### src/rtl/debug_overlay_ctrl.sv
// debug_overlay_ctrl
//
// Sequencing and configuration controller for the fixed-point debug overlay.
//   - Latches a frame-stable snapshot of six Q-format vectors on frame_start so
//     the overlay never shows bits that change part-way through a frame.
//   - Synchronises and debounces a raw push button; each debounced press toggles
//     overlay_en exactly once and emits a one-cycle btn_event.
//   - freeze holds the snapshot; step requests one capture at the next frame_start.
//   - Merges overlay pixels over the main renderer colour through one register.
//
// Ports:
//   clk, reset                  clock, synchronous active-high reset
//   frame_start                 one-cycle pulse at the first pixel of a frame
//   debug_btn                   raw asynchronous button, active high
//   freeze, step                snapshot hold level / single-step pulse
//   playerX .. vplaneY          live vectors (QMN bits each)
//   snap_playerX .. snap_vplaneY  frame-stable copies (registered)
//   in_debug_overlay, debug_rgb overlay region flag and colour
//   rgb_in                      main renderer colour, aligned with debug_rgb
//   overlay_en                  current overlay enable (registered)
//   rgb_out                     merged colour, one cycle after the inputs
//   btn_event                   one-cycle pulse on each debounced toggle
//
// All outputs come straight from flops; there is no input-to-output
// combinational path.

module debug_overlay_ctrl #(
  parameter int unsigned QMN             = 24,
  parameter int unsigned DEBOUNCE_BITS   = 16,
  parameter bit          ENABLE_AT_RESET = 1'b1
) (
  input  logic           clk,
  input  logic           reset,

  input  logic           frame_start,
  input  logic           debug_btn,
  input  logic           freeze,
  input  logic           step,

  input  logic [QMN-1:0] playerX,
  input  logic [QMN-1:0] playerY,
  input  logic [QMN-1:0] facingX,
  input  logic [QMN-1:0] facingY,
  input  logic [QMN-1:0] vplaneX,
  input  logic [QMN-1:0] vplaneY,

  output logic [QMN-1:0] snap_playerX,
  output logic [QMN-1:0] snap_playerY,
  output logic [QMN-1:0] snap_facingX,
  output logic [QMN-1:0] snap_facingY,
  output logic [QMN-1:0] snap_vplaneX,
  output logic [QMN-1:0] snap_vplaneY,

  input  logic           in_debug_overlay,
  input  logic [5:0]     debug_rgb,
  input  logic [5:0]     rgb_in,

  output logic           overlay_en,
  output logic [5:0]     rgb_out,
  output logic           btn_event
);

  localparam logic [DEBOUNCE_BITS-1:0] CntMax = '1;
  localparam logic [DEBOUNCE_BITS-1:0] CntOne = DEBOUNCE_BITS'(1);

  typedef enum logic [1:0] {
    StIdle,
    StPressWait,
    StHeld,
    StReleaseWait
  } db_state_e;

  // --------------------------------------------------------------------------
  // Button synchroniser
  // --------------------------------------------------------------------------
  logic btn_meta_q;
  logic btn_s_q;

  always_ff @(posedge clk) begin
    if (reset) begin
      btn_meta_q <= 1'b0;
      btn_s_q    <= 1'b0;
    end else begin
      btn_meta_q <= debug_btn;
      btn_s_q    <= btn_meta_q;
    end
  end

  // --------------------------------------------------------------------------
  // Debounce FSM
  // --------------------------------------------------------------------------
  db_state_e                db_state_q, db_state_d;
  logic [DEBOUNCE_BITS-1:0] cnt_q, cnt_d;
  logic                     toggle;

  always_ff @(posedge clk) begin
    if (reset) begin
      db_state_q <= StIdle;
      cnt_q      <= '0;
    end else begin
      db_state_q <= db_state_d;
      cnt_q      <= cnt_d;
    end
  end

  // The transition fires on the cycle that observes the counter already at
  // all-ones, so the counter itself never has to wrap or saturate explicitly.
  always_comb begin
    db_state_d = db_state_q;
    cnt_d      = cnt_q;
    toggle     = 1'b0;
    unique case (db_state_q)
      StIdle: begin
        if (btn_s_q) begin
          db_state_d = StPressWait;
          cnt_d      = '0;
        end
      end
      StPressWait: begin
        if (!btn_s_q) begin
          db_state_d = StIdle;
        end else if (cnt_q == CntMax) begin
          db_state_d = StHeld;
          toggle     = 1'b1;
        end else begin
          cnt_d = cnt_q + CntOne;
        end
      end
      StHeld: begin
        if (!btn_s_q) begin
          db_state_d = StReleaseWait;
          cnt_d      = '0;
        end
      end
      StReleaseWait: begin
        if (btn_s_q) begin
          db_state_d = StHeld;
        end else if (cnt_q == CntMax) begin
          db_state_d = StIdle;
        end else begin
          cnt_d = cnt_q + CntOne;
        end
      end
      default: begin
        db_state_d = StIdle;
        cnt_d      = '0;
      end
    endcase
  end

  // --------------------------------------------------------------------------
  // Overlay enable and press event
  // --------------------------------------------------------------------------
  logic overlay_en_q;
  logic btn_event_q;

  always_ff @(posedge clk) begin
    if (reset) begin
      overlay_en_q <= ENABLE_AT_RESET;
      btn_event_q  <= 1'b0;
    end else begin
      overlay_en_q <= overlay_en_q ^ toggle;
      btn_event_q  <= toggle;
    end
  end

  // --------------------------------------------------------------------------
  // Snapshot capture
  // --------------------------------------------------------------------------
  logic step_pending_q, step_pending_d;
  logic capture;

  assign capture = frame_start && (!freeze || step_pending_q || step);

  // A pending step only survives while frozen and between frame starts; any
  // frame_start while frozen either consumes it or finds none to consume.
  assign step_pending_d = freeze && !frame_start && (step_pending_q || step);

  logic [QMN-1:0] snap_player_x_q, snap_player_y_q;
  logic [QMN-1:0] snap_facing_x_q, snap_facing_y_q;
  logic [QMN-1:0] snap_vplane_x_q, snap_vplane_y_q;

  always_ff @(posedge clk) begin
    if (reset) begin
      step_pending_q  <= 1'b0;
      snap_player_x_q <= '0;
      snap_player_y_q <= '0;
      snap_facing_x_q <= '0;
      snap_facing_y_q <= '0;
      snap_vplane_x_q <= '0;
      snap_vplane_y_q <= '0;
    end else begin
      step_pending_q <= step_pending_d;
      if (capture) begin
        snap_player_x_q <= playerX;
        snap_player_y_q <= playerY;
        snap_facing_x_q <= facingX;
        snap_facing_y_q <= facingY;
        snap_vplane_x_q <= vplaneX;
        snap_vplane_y_q <= vplaneY;
      end
    end
  end

  // --------------------------------------------------------------------------
  // Colour merge
  // --------------------------------------------------------------------------
  logic [5:0] rgb_q, rgb_d;

  // Uses the pre-toggle enable, so a press takes effect on the following pixel.
  always_comb begin
    rgb_d = rgb_in;
    if (overlay_en_q && in_debug_overlay) begin
      rgb_d = debug_rgb;
    end
  end

  always_ff @(posedge clk) begin
    if (reset) begin
      rgb_q <= '0;
    end else begin
      rgb_q <= rgb_d;
    end
  end

  // --------------------------------------------------------------------------
  // Outputs
  // --------------------------------------------------------------------------
  assign snap_playerX = snap_player_x_q;
  assign snap_playerY = snap_player_y_q;
  assign snap_facingX = snap_facing_x_q;
  assign snap_facingY = snap_facing_y_q;
  assign snap_vplaneX = snap_vplane_x_q;
  assign snap_vplaneY = snap_vplane_y_q;
  assign overlay_en   = overlay_en_q;
  assign rgb_out      = rgb_q;
  assign btn_event    = btn_event_q;

endmodule

### config.mk
export PLATFORM = sky130hd
export DESIGN_NAME = debug_overlay_ctrl
export DESIGN_NICKNAME = d
export VERILOG_FILES = /design/src/rtl/debug_overlay_ctrl.sv
export SDC_FILE = /design/constraint.sdc
export NUM_CORES = 1
export LEC_CHECK = 0
export BUFFER_PORTS_ARGS = -buffer_cell sky130_fd_sc_hd__buf_2
export CAP_MARGIN = 20
export CORE_MARGIN = 2
export CORE_UTILIZATION = 40
export CTS_BUF_LIST = sky130_fd_sc_hd__clkbuf_16
export CTS_CLUSTER_SIZE = 8
export DETAILED_ROUTE_END_ITERATION = 8
export PLACE_DENSITY_LB_ADDON = 0.25
export SLEW_MARGIN = 30
export SYNTH_ARGS = -nofsm -noshare
export SYNTH_HDL_FRONTEND = slang
export SYNTH_SLANG_ARGS = --single-unit
### constraint.sdc
create_clock -name clk -period 5 [get_ports clk]
set_input_delay 0.25 -clock clk [delete_from_list [all_inputs] [get_ports clk]]
set_output_delay 0.25 -clock clk [all_outputs]
set_load 0.02 [all_outputs]
After elaboration in Yosys (flattened, before gate mapping)
Index checks and enable logic that the tools add are counted.
{ "op_classes": {"n_reduce_logical": 12, "n_eq_ne": 10, "n_mux": 17, "bitwise": 1, "n_addsub": 1} }
{ "op_table": {"columns": ["operator", "count"], "rows": [
  ["16-bit 2-to-1 mux", 5],
  ["16-bit case mux with 4 select lines", 1],
  ["16-bit by 1-bit adder with 16-bit output (second input constant)", 1],
  ["16-bit == test (second input constant)", 1],
  ["2-bit 2-to-1 mux", 6],
  ["2-bit != test (second input constant)", 4],
  ["2-bit case mux with 4 select lines", 1],
  ["4-bit AND reduction", 2],
  ["6-bit 2-to-1 mux", 1],
  ["3-bit != test (second input constant)", 2],
  ["2-bit == test (second input constant)", 2],
  ["1-bit logical AND", 4],
  ["1-bit logical OR", 3],
  ["1-bit 2-to-1 mux", 3],
  ["2-bit by 1-bit == test with 1-bit output (second input constant)", 1],
  ["1-bit zero test", 2],
  ["2-bit zero test", 1],
  ["1-bit XOR", 1]
]} }
{ "totals": {"reg_bits": 173, "out_inout_bits": 152, "word_cells": 55} }

Longest topological paths before layout
{ "logic_depth": {"word_depth": 5, "ltp_mapped": 7, "mapped_depth_nobuf": 5} }

Least setup slack after synthesis
OpenSTA, ideal clock, no wires.
{ "synth_timing": {"kind": "reg2reg", "start": "register cnt_q[0]", "end": "register overlay_en_q (netlist: overlay_en)", "synth_period_minus_slack_ns": 1.907, "required_ns": 4.873, "path_buffers": 0, "stages_incl_launch_ff": 6, "path_slack_ns": 3.093, "arrival_ns": 1.780, "setup_ns": 0.127, "path_cell_list": "dfxtp_1 > ha_1 > nand4_1 > or4_1 > o21a_1 > or3_1"} }
{ "synth_via": {"elab_chain_len": 5} }
{ "synth_lines": {"columns": ["item", "line", "text"], "rows": [
  ["start, declared", "93", "logic [DEBOUNCE_BITS-1:0] cnt_q, cnt_d;"],
  ["start signal, assigned", "102", "cnt_q <= cnt_d;"],
  ["16-bit == test", "122", "end else if (cnt_q == CntMax) begin"],
  ["1-bit 2-to-1 mux", "122", null],
  ["1-bit 2-to-1 mux", "120", "if (!btn_s_q) begin"],
  ["1-bit 2-to-1 mux", "112", "unique case (db_state_q)"],
  ["1-bit XOR", "162", "overlay_en_q <= overlay_en_q ^ toggle;"],
  ["end signal, assigned", "162", null],
  ["end, declared", "154", "logic overlay_en_q;"]
]} }
Every way passes these cells.
A chain may end at the register's enable or synchronous reset.

Final worst setup path
{ "layout_timing": {"start": "register cnt_q[0]", "end": "register cnt_q[3]"} }
{ "layout_via": {"elab_chain_len": 4} }
{ "layout_lines": {"columns": ["item", "line"], "rows": [
  ["16-bit by 1-bit adder with 16-bit output or 16-bit == test (tied branches)", null],
  ["16-bit 2-to-1 mux *", "122, 138"],
  ["16-bit 2-to-1 mux, on equally long branches", "136, 120"],
  ["16-bit case mux with 4 select lines *", "112"]
]} }
Every way passes the cells marked *; elsewhere a longest branch is shown, timed or not. The select of a mux whose other input is x is not followed.

==> reports/results.ini <==
[hold_path]
holdPathEnd = btn_meta_q
worstHoldPathType = in -> reg
hold_depth = 2
hp-start = debug_btn

[floorplanning]
rows = 45
die_y_microns = 128
pin_count = 315
die_area_sq_um = 16500
core_sq_um = 15100
start_util_pct = 40.9
fp.dieW_microns = 128

[clocking]
clock_path_buffers = 2
cts_hold_buf = 0
htreeDepth = 4
clk_pin_slew_ps = 60
cts_made_buffers = 17
cts_tree = yes
cts_setup_buffers = 0
cts.repair.resized = 0
cts_root_buffer = clkbuf_16
cts_sinks = 173
clock_latency_ps = 420

[layout]
post-route-util_pct = 56.1
drive_gt1_share_pct = 33.1
layout.nets = 1227
design_area_sq_um = 8490
area_growth_pct = 37.1

[timing]
final_max_slew_viol_count = 0
hold_violations = 0
slew_headroom_pct = 40.2
finalSetupTns_ps = 0
grt_setup_unrepaired = no
worst_slack_ps = 2890
max_freq_mhz = 473
skew_ps = 6.72
setup_viol = 0
finalCriticalPeriod_ps = 2110
period_share_pct = 42.3
worst_pin_slew_ps = 896

[synth]
syn_inst = 779
yosys.area.top_type = dfxtp_1
yosys_warnings = 0
synthTopCellsByCount = 302 x nand2_1, 173 x dfxtp_1, 165 x a21oi_1, 45 x clkbuf_1, 13 x nand3_1
yosysMostFrequentCell = nand2_1
ys.flop_type = dfxtp_1
ys_ff_latch = 173
ys_seq_area_share_pct = 55.9
yosys.area.top_type_share_pct = 55.9
yosys-top-cells-area = dfxtp_1 56%, nand2_1 18%, a21oi_1 13%, clkbuf_1 2.7%, o31ai_1 1.1%
syn_area_sq_um = 6190
syn_area_per_cell_sq_um = 7.95
synth_edf_count = 0
ys_types = 31
syn_nets = 943
ys_async_sr_fraction_pct = 0

[route]
wl_met1_microns = 7330
wl_met2_microns = 8930
dr_total_vias = 6201
drcViolationCount = 0
drt_iter0_drc = 404
dr_wl_met3_microns = 1240
wirelength_microns = 18000
via_per_inst = 4.90
wl_per_cell_microns = 14.2
firstDrtPassIters = 4
routed.top_layer = met4
ant_nets = 0

[global_route]
grt_usage_pct = 21.2
grt-ovfl-total = 0
grt_pass1_wl_microns = 28000
grt_max_degree = 124
antenna_found_initial = 1
grt_pass1_vias = 5744

[critical_path]
critPathCaptureType = flip-flop
rrSetupSlack_ps = 2890
reg2reg_depth = 6
slowest_delay_ps = 670
worst_ep_arrival_time_ps = 2400
critPathTopFamily = simple AND/OR/NAND/NOR gates
crit_fanout = 14
r2r-end = cnt_q[3]
worst-path-buf-inv = 1
slowest_stage = nor4_2
criticalPathCategory = reg -> reg
start_kind = flip-flop
cp.required_ps = 5280
timing.rr.start = cnt_q[0]
path_cells = ha_1 > nand4_1 > nor4_2 > buf_4 > or4_1 > a21oi_1

[power]
sw_frac_of_total_pct = 26.2
p_int_mw = 2.38
power_frac_comb_pct = 12.1
p_leak_nw = 3.91
p_clk_share_pct = 42.0
power_mw = 3.23
power_density_nw_per_um2 = 380
ir_drop_v = 0.000250
p_sw_uw = 844
share_seq_of_total_power_pct = 45.9

[placement]
place_area_sq_um = 7870
portBuffers = 314
gp_congestion = 0.828
dp_slack_ps = 2910
post-dp-hpwl_microns = 12500

[flow_run]
cap_violations = 0

[outcome]
status = finished, final reports clean

## layer usage
| layer | GRT usage [%] | up-vias |
|---|---|---|
| met5 | 0 | - |
| met4 | 9.31 | 0 |
| met3 | 7.32 | 35 |
| met2 | 35.0 | 184 |
| met1 | 25.0 | 2829 |
| li1 | - | 3153 |
## power by group through the flow
stage / Combinational, mW / Sequential [mW] / Clock [mW]
after floorplan: 0.137 / 1.60 / 0
after global placement: 0.391 / 1.51 / 0
after detailed placement: 0.392 / 1.51 / 0
after CTS: 0.393 / 1.48 / 1.39
after global routing: 0.427 / 1.49 / 1.44
final: 0.390 / 1.48 / 1.36
## stage by stage
step	std cells	hold WS, ps
final	1265	57.4
after global placement	1232	438
after CTS	1264	36.4
after detailed placement	1232	444
after floorplan	779	329
after global routing	1265	39.0
## how the worst max path moves through the flow
stage / cells after the start / from / to
after floorplan: 5 / cnt_q[0] / overlay_en
after global placement: 3 / reset / step_pending_q
after detailed placement: 6 / cnt_q[0] / cnt_q[0]
after CTS: 6 / cnt_q[0] / cnt_q[0]
after global routing: 6 / cnt_q[0] / cnt_q[11]
final: 6 / cnt_q[0] / cnt_q[3]
## kinds of logic (layout without fill, tap and decap cells)
logic type	Yosys count	in the layout	share of synthesized area [%]
xor+xnor	2	2	0.283
flops	173	173	55.9
simple gates	355	355	23.6
fa+ha+maj	1	1	0.202
buf+inv	59	356	3.76
mux	2	2	0.323
other cells	0	1	0
compound gates	187	187	15.9
## registers in the layout, indices dropped and copies added (netlist names), named ones only
signal,flops
snap_vplaneX,24
snap_playerX,24
btn_event,1
cnt_q,16
snap_facingY,24
snap_playerY,24
btn_s_q,1
btn_meta_q,1
snap_facingX,24
overlay_en,1
db_state_q,1
snap_vplaneY,24
step_pending_q,1
rgb_out,6
## worst reg2reg max path: stages, from the launching register on
cell     delay (ps)
dfxtp_1         400
ha_1            240
nand4_1         190
nor4_2          670
buf_4           300
or4_1           130
a21oi_1          60
## area by class of cell
cell class | count | area [sq um]
flip-flops and latches | 173 | 3460
inverters | 5 | 18.8
fillers | 1502 | 6660
multi-input cells | 547 | 2540
clock buffers | 17 | 425
well taps | 188 | 235
clock inverters | 15 | 184
diodes | 1 | 2.50
repair buffers | 319 | 1620
## cell usage in the layout, fill, tap and decap left out, drive strengths merged, types with 3 or more instances in the layout
master / Yosys / final
nand3: 13 / 13
or4: 10 / 10
nor4: 3 / 3
or3: 4 / 4
o21ai: 5 / 5
clkinvlp: 0 / 3
dfxtp: 173 / 173
clkbuf: 45 / 17
nand2b: 5 / 5
nand2: 302 / 302
buf: 9 / 319
inv: 5 / 10
nor3: 3 / 3
a21oi: 165 / 165
bufinv: 0 / 3
o31ai: 9 / 9
clkinv: 0 / 4
nand4: 8 / 8
No activity file was read; power rests on OpenSTA's default activity.
